[src/rtl/ysyx_mc_sequencer_if.sv]
// Fetch and memory handshake bundle between the multi-cycle sequencer and the IFU/LSU.
// A request transfers in the cycle where valid and ready are both high; responses are one-cycle valid pulses.
interface ysyx_mc_sequencer_if #(
    parameter int WIDTH = 32
);
    logic             ifu_req_valid;
    logic             ifu_req_ready;
    logic [WIDTH-1:0] ifu_addr;
    logic             ifu_rsp_valid;
    logic [31:0]      ifu_rsp_data;
    logic             ifu_rsp_err;
    logic             lsu_req_valid;
    logic             lsu_req_ready;
    logic             lsu_rsp_valid;
    logic             lsu_rsp_err;

    modport master (
        output ifu_req_valid, ifu_addr, lsu_req_valid,
        input  ifu_req_ready, ifu_rsp_valid, ifu_rsp_data, ifu_rsp_err,
        input  lsu_req_ready, lsu_rsp_valid, lsu_rsp_err
    );

    modport slave (
        input  ifu_req_valid, ifu_addr, lsu_req_valid,
        output ifu_req_ready, ifu_rsp_valid, ifu_rsp_data, ifu_rsp_err,
        output lsu_req_ready, lsu_rsp_valid, lsu_rsp_err
    );
endinterface

[src/rtl/ysyx_mc_sequencer.sv]
// Multi-cycle core sequencer: owns PC and IR, steps fetch/exec/memory/commit over IFU/LSU handshakes,
// qualifies register/CSR writes, raises precise traps on bus faults or timeouts, counts retirements.
module ysyx_mc_sequencer #(
    parameter int               WIDTH     = 32,
    parameter logic [WIDTH-1:0] RESET_PC  = 32'h8000_0000,
    parameter int               TIMEOUT   = 255,
    parameter int               CNT_WIDTH = 64
) (
    input  logic                 clk,
    input  logic                 rst_n,
    ysyx_mc_sequencer_if.master  bus,
    output logic [31:0]          inst,
    output logic [WIDTH-1:0]     pc,
    input  logic                 dec_is_load,
    input  logic                 dec_is_store,
    input  logic                 dec_illegal,
    input  logic                 rd_we,
    input  logic                 csr_we,
    input  logic [WIDTH-1:0]     next_pc,
    input  logic [WIDTH-1:0]     mtvec,
    output logic                 rf_we_en,
    output logic                 csr_we_en,
    output logic                 trap_valid,
    output logic [3:0]           trap_cause,
    output logic [WIDTH-1:0]     trap_pc,
    output logic                 retire_valid,
    output logic [CNT_WIDTH-1:0] retire_count,
    output logic [2:0]           dbg_state
);
    localparam int WCW = (TIMEOUT < 2) ? 1 : $clog2(TIMEOUT + 1);
    localparam logic [WCW-1:0] TO_LAST = WCW'((TIMEOUT > 0) ? TIMEOUT - 1 : 0);

    typedef enum logic [2:0] {
        S_FETCH = 3'd0,
        S_IWAIT = 3'd1,
        S_EXEC  = 3'd2,
        S_MREQ  = 3'd3,
        S_MWAIT = 3'd4
    } state_t;

    state_t           state, state_n;
    logic             commit, trap_now, latch_inst, ifu_req, lsu_req;
    logic             timed_out, mem_is_store;
    logic [3:0]       cause_now, cause_q, mem_cause;
    logic [WIDTH-1:0] trap_pc_q;
    logic [WCW-1:0]   wait_cnt;

    assign mem_cause = mem_is_store ? 4'd7 : 4'd5;
    assign timed_out = (TIMEOUT != 0) && (wait_cnt == TO_LAST);

    // A handshake seen in the same cycle as the timeout wins over the timeout.
    always_comb begin
        state_n    = state;
        commit     = 1'b0;
        trap_now   = 1'b0;
        cause_now  = 4'd0;
        latch_inst = 1'b0;
        ifu_req    = 1'b0;
        lsu_req    = 1'b0;
        case (state)
            S_FETCH: begin
                ifu_req = rst_n;
                if (bus.ifu_req_ready) state_n = S_IWAIT;
                else if (timed_out) begin trap_now = 1'b1; cause_now = 4'd1; end
            end
            S_IWAIT: begin
                if (bus.ifu_rsp_valid) begin
                    if (bus.ifu_rsp_err) begin trap_now = 1'b1; cause_now = 4'd1; end
                    else begin latch_inst = 1'b1; state_n = S_EXEC; end
                end else if (timed_out) begin trap_now = 1'b1; cause_now = 4'd1; end
            end
            S_EXEC: begin
                if (dec_illegal) begin trap_now = 1'b1; cause_now = 4'd2; end
                else if (dec_is_load || dec_is_store) state_n = S_MREQ;
                else commit = 1'b1;
            end
            S_MREQ: begin
                lsu_req = 1'b1;
                if (bus.lsu_req_ready) state_n = S_MWAIT;
                else if (timed_out) begin trap_now = 1'b1; cause_now = mem_cause; end
            end
            S_MWAIT: begin
                if (bus.lsu_rsp_valid) begin
                    if (bus.lsu_rsp_err) begin trap_now = 1'b1; cause_now = mem_cause; end
                    else commit = 1'b1;
                end else if (timed_out) begin trap_now = 1'b1; cause_now = mem_cause; end
            end
            default: state_n = S_FETCH;
        endcase
        if (commit || trap_now) state_n = S_FETCH;
    end

    always_ff @(posedge clk or negedge rst_n) begin
        if (!rst_n) state <= S_FETCH;
        else        state <= state_n;
    end

    always_ff @(posedge clk or negedge rst_n) begin
        if (!rst_n) begin
            pc           <= RESET_PC;
            inst         <= 32'h0000_0013;
            retire_count <= '0;
            cause_q      <= 4'd0;
            trap_pc_q    <= '0;
            mem_is_store <= 1'b0;
            wait_cnt     <= '0;
        end else begin
            if (latch_inst) inst <= bus.ifu_rsp_data;
            if (state == S_EXEC) mem_is_store <= dec_is_store;
            if (commit) begin
                pc           <= next_pc;
                retire_count <= retire_count + 1'b1;
            end else if (trap_now) begin
                pc        <= mtvec;
                cause_q   <= cause_now;
                trap_pc_q <= pc;
            end
            // Every entry into a state (including a trap back into FETCH) restarts the wait window.
            if (trap_now || (state_n != state)) wait_cnt <= '0;
            else if (wait_cnt != '1)            wait_cnt <= wait_cnt + 1'b1;
        end
    end

    assign bus.ifu_req_valid = ifu_req;
    assign bus.ifu_addr      = pc;
    assign bus.lsu_req_valid = lsu_req;
    assign rf_we_en          = commit & rd_we;
    assign csr_we_en         = commit & csr_we;
    assign retire_valid      = commit;
    assign trap_valid        = trap_now;
    assign trap_cause        = trap_now ? cause_now : cause_q;
    assign trap_pc           = trap_now ? pc : trap_pc_q;
    assign dbg_state         = state;
endmodule

[src/flat_wrapper.sv]
// flat-port wrapper written by rule: the top's interface ports become plain ports
module ysyx_mc_sequencer_flat 
#(
    parameter int               WIDTH     = 32,
    parameter logic [WIDTH-1:0] RESET_PC  = 32'h8000_0000,
    parameter int               TIMEOUT   = 255,
    parameter int               CNT_WIDTH = 64
)
  (clk, rst_n, inst, pc, dec_is_load, dec_is_store, dec_illegal, rd_we, csr_we, next_pc, mtvec, rf_we_en, csr_we_en, trap_valid, trap_cause, trap_pc, retire_valid, retire_count, dbg_state, bus_ifu_req_valid, bus_ifu_addr, bus_lsu_req_valid, bus_ifu_req_ready, bus_ifu_rsp_valid, bus_ifu_rsp_data, bus_ifu_rsp_err, bus_lsu_req_ready, bus_lsu_rsp_valid, bus_lsu_rsp_err);
  ysyx_mc_sequencer_if #(.WIDTH(WIDTH)) bus_i ();
  input  logic clk;
  input  logic rst_n;
  output logic [31:0] inst;
  output logic [WIDTH-1:0] pc;
  input  logic dec_is_load;
  input  logic dec_is_store;
  input  logic dec_illegal;
  input  logic rd_we;
  input  logic csr_we;
  input  logic [WIDTH-1:0] next_pc;
  input  logic [WIDTH-1:0] mtvec;
  output logic rf_we_en;
  output logic csr_we_en;
  output logic trap_valid;
  output logic [3:0] trap_cause;
  output logic [WIDTH-1:0] trap_pc;
  output logic retire_valid;
  output logic [CNT_WIDTH-1:0] retire_count;
  output logic [2:0] dbg_state;
  output wire logic [$bits(bus_i.ifu_req_valid)-1:0] bus_ifu_req_valid;
  output wire logic [$bits(bus_i.ifu_addr)-1:0] bus_ifu_addr;
  output wire logic [$bits(bus_i.lsu_req_valid)-1:0] bus_lsu_req_valid;
  input wire logic [$bits(bus_i.ifu_req_ready)-1:0] bus_ifu_req_ready;
  input wire logic [$bits(bus_i.ifu_rsp_valid)-1:0] bus_ifu_rsp_valid;
  input wire logic [$bits(bus_i.ifu_rsp_data)-1:0] bus_ifu_rsp_data;
  input wire logic [$bits(bus_i.ifu_rsp_err)-1:0] bus_ifu_rsp_err;
  input wire logic [$bits(bus_i.lsu_req_ready)-1:0] bus_lsu_req_ready;
  input wire logic [$bits(bus_i.lsu_rsp_valid)-1:0] bus_lsu_rsp_valid;
  input wire logic [$bits(bus_i.lsu_rsp_err)-1:0] bus_lsu_rsp_err;
  assign bus_ifu_req_valid = bus_i.ifu_req_valid;
  assign bus_ifu_addr = bus_i.ifu_addr;
  assign bus_lsu_req_valid = bus_i.lsu_req_valid;
  assign bus_i.ifu_req_ready = bus_ifu_req_ready;
  assign bus_i.ifu_rsp_valid = bus_ifu_rsp_valid;
  assign bus_i.ifu_rsp_data = bus_ifu_rsp_data;
  assign bus_i.ifu_rsp_err = bus_ifu_rsp_err;
  assign bus_i.lsu_req_ready = bus_lsu_req_ready;
  assign bus_i.lsu_rsp_valid = bus_lsu_rsp_valid;
  assign bus_i.lsu_rsp_err = bus_lsu_rsp_err;
  ysyx_mc_sequencer #(.WIDTH(WIDTH), .RESET_PC(RESET_PC), .TIMEOUT(TIMEOUT), .CNT_WIDTH(CNT_WIDTH)) u_core (.clk(clk), .rst_n(rst_n), .bus(bus_i), .inst(inst), .pc(pc), .dec_is_load(dec_is_load), .dec_is_store(dec_is_store), .dec_illegal(dec_illegal), .rd_we(rd_we), .csr_we(csr_we), .next_pc(next_pc), .mtvec(mtvec), .rf_we_en(rf_we_en), .csr_we_en(csr_we_en), .trap_valid(trap_valid), .trap_cause(trap_cause), .trap_pc(trap_pc), .retire_valid(retire_valid), .retire_count(retire_count), .dbg_state(dbg_state));
endmodule
[config.mk]
export PLATFORM = sky130hd
export DESIGN_NAME = ysyx_mc_sequencer_flat
export DESIGN_NICKNAME = d
export VERILOG_FILES = /design/src/rtl/ysyx_mc_sequencer_if.sv /design/src/rtl/ysyx_mc_sequencer.sv /design/src/flat_wrapper.sv
export SDC_FILE = /design/constraint.sdc
export NUM_CORES = 1
export LEC_CHECK = 0
export CAP_MARGIN = 20
export CORE_MARGIN = 4
export CORE_UTILIZATION = 48
export DETAILED_ROUTE_END_ITERATION = 7
export GPL_ROUTABILITY_DRIVEN = 0
export PLACE_DENSITY = 0.9
export SYNTH_ARGS = -nofsm -noshare
export SYNTH_HDL_FRONTEND = slang
export SYNTH_SLANG_ARGS = --single-unit
[constraint.sdc]
create_clock -name clk -period 4.4 [get_ports clk]
set_input_delay 0.66 -clock clk [delete_from_list [all_inputs] [get_ports clk]]
set_output_delay 0.66 -clock clk [all_outputs]
set_load 0.1 [all_outputs]
==> flow_metrics.py <==
metrics = {
    "die": {
        "die_width_um": 140,
        "chipHeight_um": 140,
        "core_area_um2": 16800,
        "initial_core_util": 0.496,
        "die_area_um2": 19600,
        "boundaryPins": 314,
        "fp-row-count": 47,
    },
    "timing": {
        "total_negative_setup_slack_ps": 0,
        "final.setup_skew_ps": 16.3,
        "timing.final.hold_violations": 0,
        "timing.final.ws_setup_ps": 559,
        "fmax_ghz": 0.260,
        "setup_viol_count_final": 0,
        "finalCriticalPeriod_ps": 3840,
        "min_period_over_period": 0.873,
        "final-max-slew-violation-count": 0,
        "worstMarginPinSlew_ps": 1060,
        "grt_setup_unrepaired": "false",
        "slew_headroom": 0.292,
    },
    "logic_synthesis": {
        "synth_area_leaders": "dfrtp_1 (52%), mux2_2 (13%), xor2_1 (4.5%)",
        "synth.yosys.seq_area_share": 0.528,
        "post_synthesis_async_set_or_reset_flop_share": 1.00,
        "synth.yosys.warnings": 0,
        "synth_enable_flop_cells": 0,
        "syn_avg_cell_area_um2": 11.8,
        "synth_area_leader_cell": "dfrtp_1",
        "synth.most_common_cell": "dfrtp_1",
        "synth_area_um2": 8340,
        "yosys_most_used_dff": "dfrtp_1",
        "ys_seq_elements": 176,
        "synth_fp_nets": 820,
        "synthDominantCellAreaShare": 0.516,
        "synthesis.instances": 708,
        "post_synth_num_cell_types": 48,
        "synth_common_cells": "dfrtp_1 (172), mux2_2 (97), xor2_1 (43)",
    },
    "drt": {
        "via_count": 6922,
        "route.detailed.drc": 0,
        "drt_first_pass_iters": 7,
        "remaining_antenna_violation_count": 0,
        "mean_number_of_vias_per_cell": 5.66,
        "drt_iter0_markers": 276,
        "detail_route.wl_per_cell_um": 21.7,
        "wirelength_mm": 26.6,
    },
    "placement": {
        "buffer_ports.inserted": 313,
        "place_ws_ps": 587,
        "place.detailed.hpwl_mm": 19.5,
    },
    "clock_network": {
        "cts.reportedPaths.clkPinSlew_ps": 70,
        "cts.sink_count": 176,
        "post-cts-setup-buffers": 0,
        "cts_made_buffers": 17,
        "clock_tree.htree_level_count": 4,
        "cts_resized": 0,
        "cts-root-to-sink-buffers": 2,
        "clk-insertion-delay-late_ps": 420,
        "tritoncts_clock_tree": "yes",
        "postCtsHoldBufs": 0,
        "clk_root_buffer_cell": "clkbuf_16",
    },
    "worst_setup_path": {
        "critical_path_class": "in -> out",
        "cp.buffers_inverters": 2,
        "cp_slowest_stage_delay_ps": 510,
        "slowest_cell_on_crit_path": "clkdlybuf4s50_1",
        "setup.reg_to_reg.worst_slack_ps": 1320,
        "crit_fanout": 42,
        "crit_family": "buffers and inverters",
        "reg2reg_depth": 6,
        "worstPathCellList": "clkdlybuf4s50_1, and3b_1, a2111o_1, a21o_1, nand2_4, mux2_2, buf_4",
        "cp-start-kind": "input port",
        "timing.critical_path.arrival_ps": 3180,
        "critical_path.endpoint_type": "output port",
        "critical_path_cell_count": 7,
        "critPathRequiredTime_ps": 3740,
    },
    "global_routing": {
        "grt_pass1_vias": 7253,
        "maximum_number_of_pins_on_one_net_before_global_route_repair": 67,
        "grt-ovfl-total": 0,
        "gr-usage-all-layers": 0.269,
        "global_route_wire_length_before_repair_mm": 41.4,
        "antenna_found_initial": 1,
    },
    "status": {
        "status": "completed",
    },
    "run": {
        "drv_cap": 0,
    },
    "hold_path": {
        "hold_path.class": "in -> async",
    },
    "layout": {
        "layout.nets": 1100,
        "syn2layout_area_growth_pct": 48.3,
        "final_layout_size_suffix_gt1_frac": 0.198,
    },
}
==> final timing paths <==
| kind | start | end |
|---|---|---|
| worst max-delay path | bus_ifu_rsp_err | trap_pc[28] |
| worst min-delay path | rst_n | u_core.retire_count[8] |
| worst max register to register | u_core.dbg_state[2] | u_core.bus.ifu_addr[27] |
| worst min register to register | u_core.retire_count[63] | u_core.retire_count[63] |
| max in group asynchronous | rst_n | u_core.trap_pc_q[9] |
| min in group clk | u_core.retire_count[63] | u_core.retire_count[63] |
==> through the flow <==
stage	instances	util	hold WS, ps	area, um^2
after floorplan	708	-	364	8350
final	1222	0.735	187	12400
after CTS	1221	0.735	189	12400
after detailed placement	1189	0.700	457	11800
after global routing	1222	0.735	207	12400
after global placement	1189	0.700	454	11800
==> routing by layer <==
layer  GRT usage  wire (um)
met1       0.311       9680
met5           0          0
met3      0.0576       1610
met2       0.484      14300
met4       0.108        956
==> cells by family (layout without fill, tap and decap cells) <==
family	count (synthesis)	count (layout)	synth area share
AO/OA/AOI/OAI	61	61	0.0639
XOR/XNOR	67	67	0.0703
buffers and inverters	79	372	0.0537
other	0	1	0
flip-flops	176	176	0.528
multiplexers	97	97	0.131
AND/OR/NAND/NOR	225	225	0.148
adder cells (fa/ha/maj)	3	3	0.00450
==> sequential cells by signal, indices dropped and copies added (netlist names) <==
name                 count
u_core.bus.ifu_addr     32
u_core.cause_q           4
u_core.dbg_state         3
u_core.inst             32
u_core.mem_is_store      1
u_core.retire_count     64
u_core.trap_pc_q        32
u_core.wait_cnt          8
==> placed cells by master, fill, tap and decap left out, types with 2 or more instances in the layout <==
master / count
a211oi_1: 2
a21oi_1: 7
a221o_1: 34
a31o_2: 2
a31oi_1: 2
a32o_1: 2
and2_1: 34
and3_1: 10
and3b_1: 2
and4_1: 5
buf_12: 33
buf_4: 20
bufinv_16: 2
clkbuf_16: 17
clkdlybuf4s50_1: 271
clkinv_2: 2
clkinvlp_4: 4
dfrtp_1: 172
dfstp_2: 4
ha_1: 3
inv_1: 15
inv_6: 6
mux2_2: 97
nand2_1: 40
nand3_1: 28
nand4_1: 18
nor2_1: 29
nor2b_1: 2
nor3_1: 22
nor3b_1: 5
nor4_1: 19
nor4b_2: 2
o21ai_0: 4
xnor2_1: 24
xor2_1: 43
==> layout make-up <==
type                       instances  area (um^2)
antenna                            1         2.50
clock buffer                      18          439
clock inverter                    14          153
fill                            1134         4450
inverter                          15         56.3
multi-input combinational        453         3500
sequential                       176         4410
tap                              220          275
timing repair buffer             325         3530
Power is not shown: default switching activity piles up to over one toggle a cycle in this logic, so the estimate is an artifact.
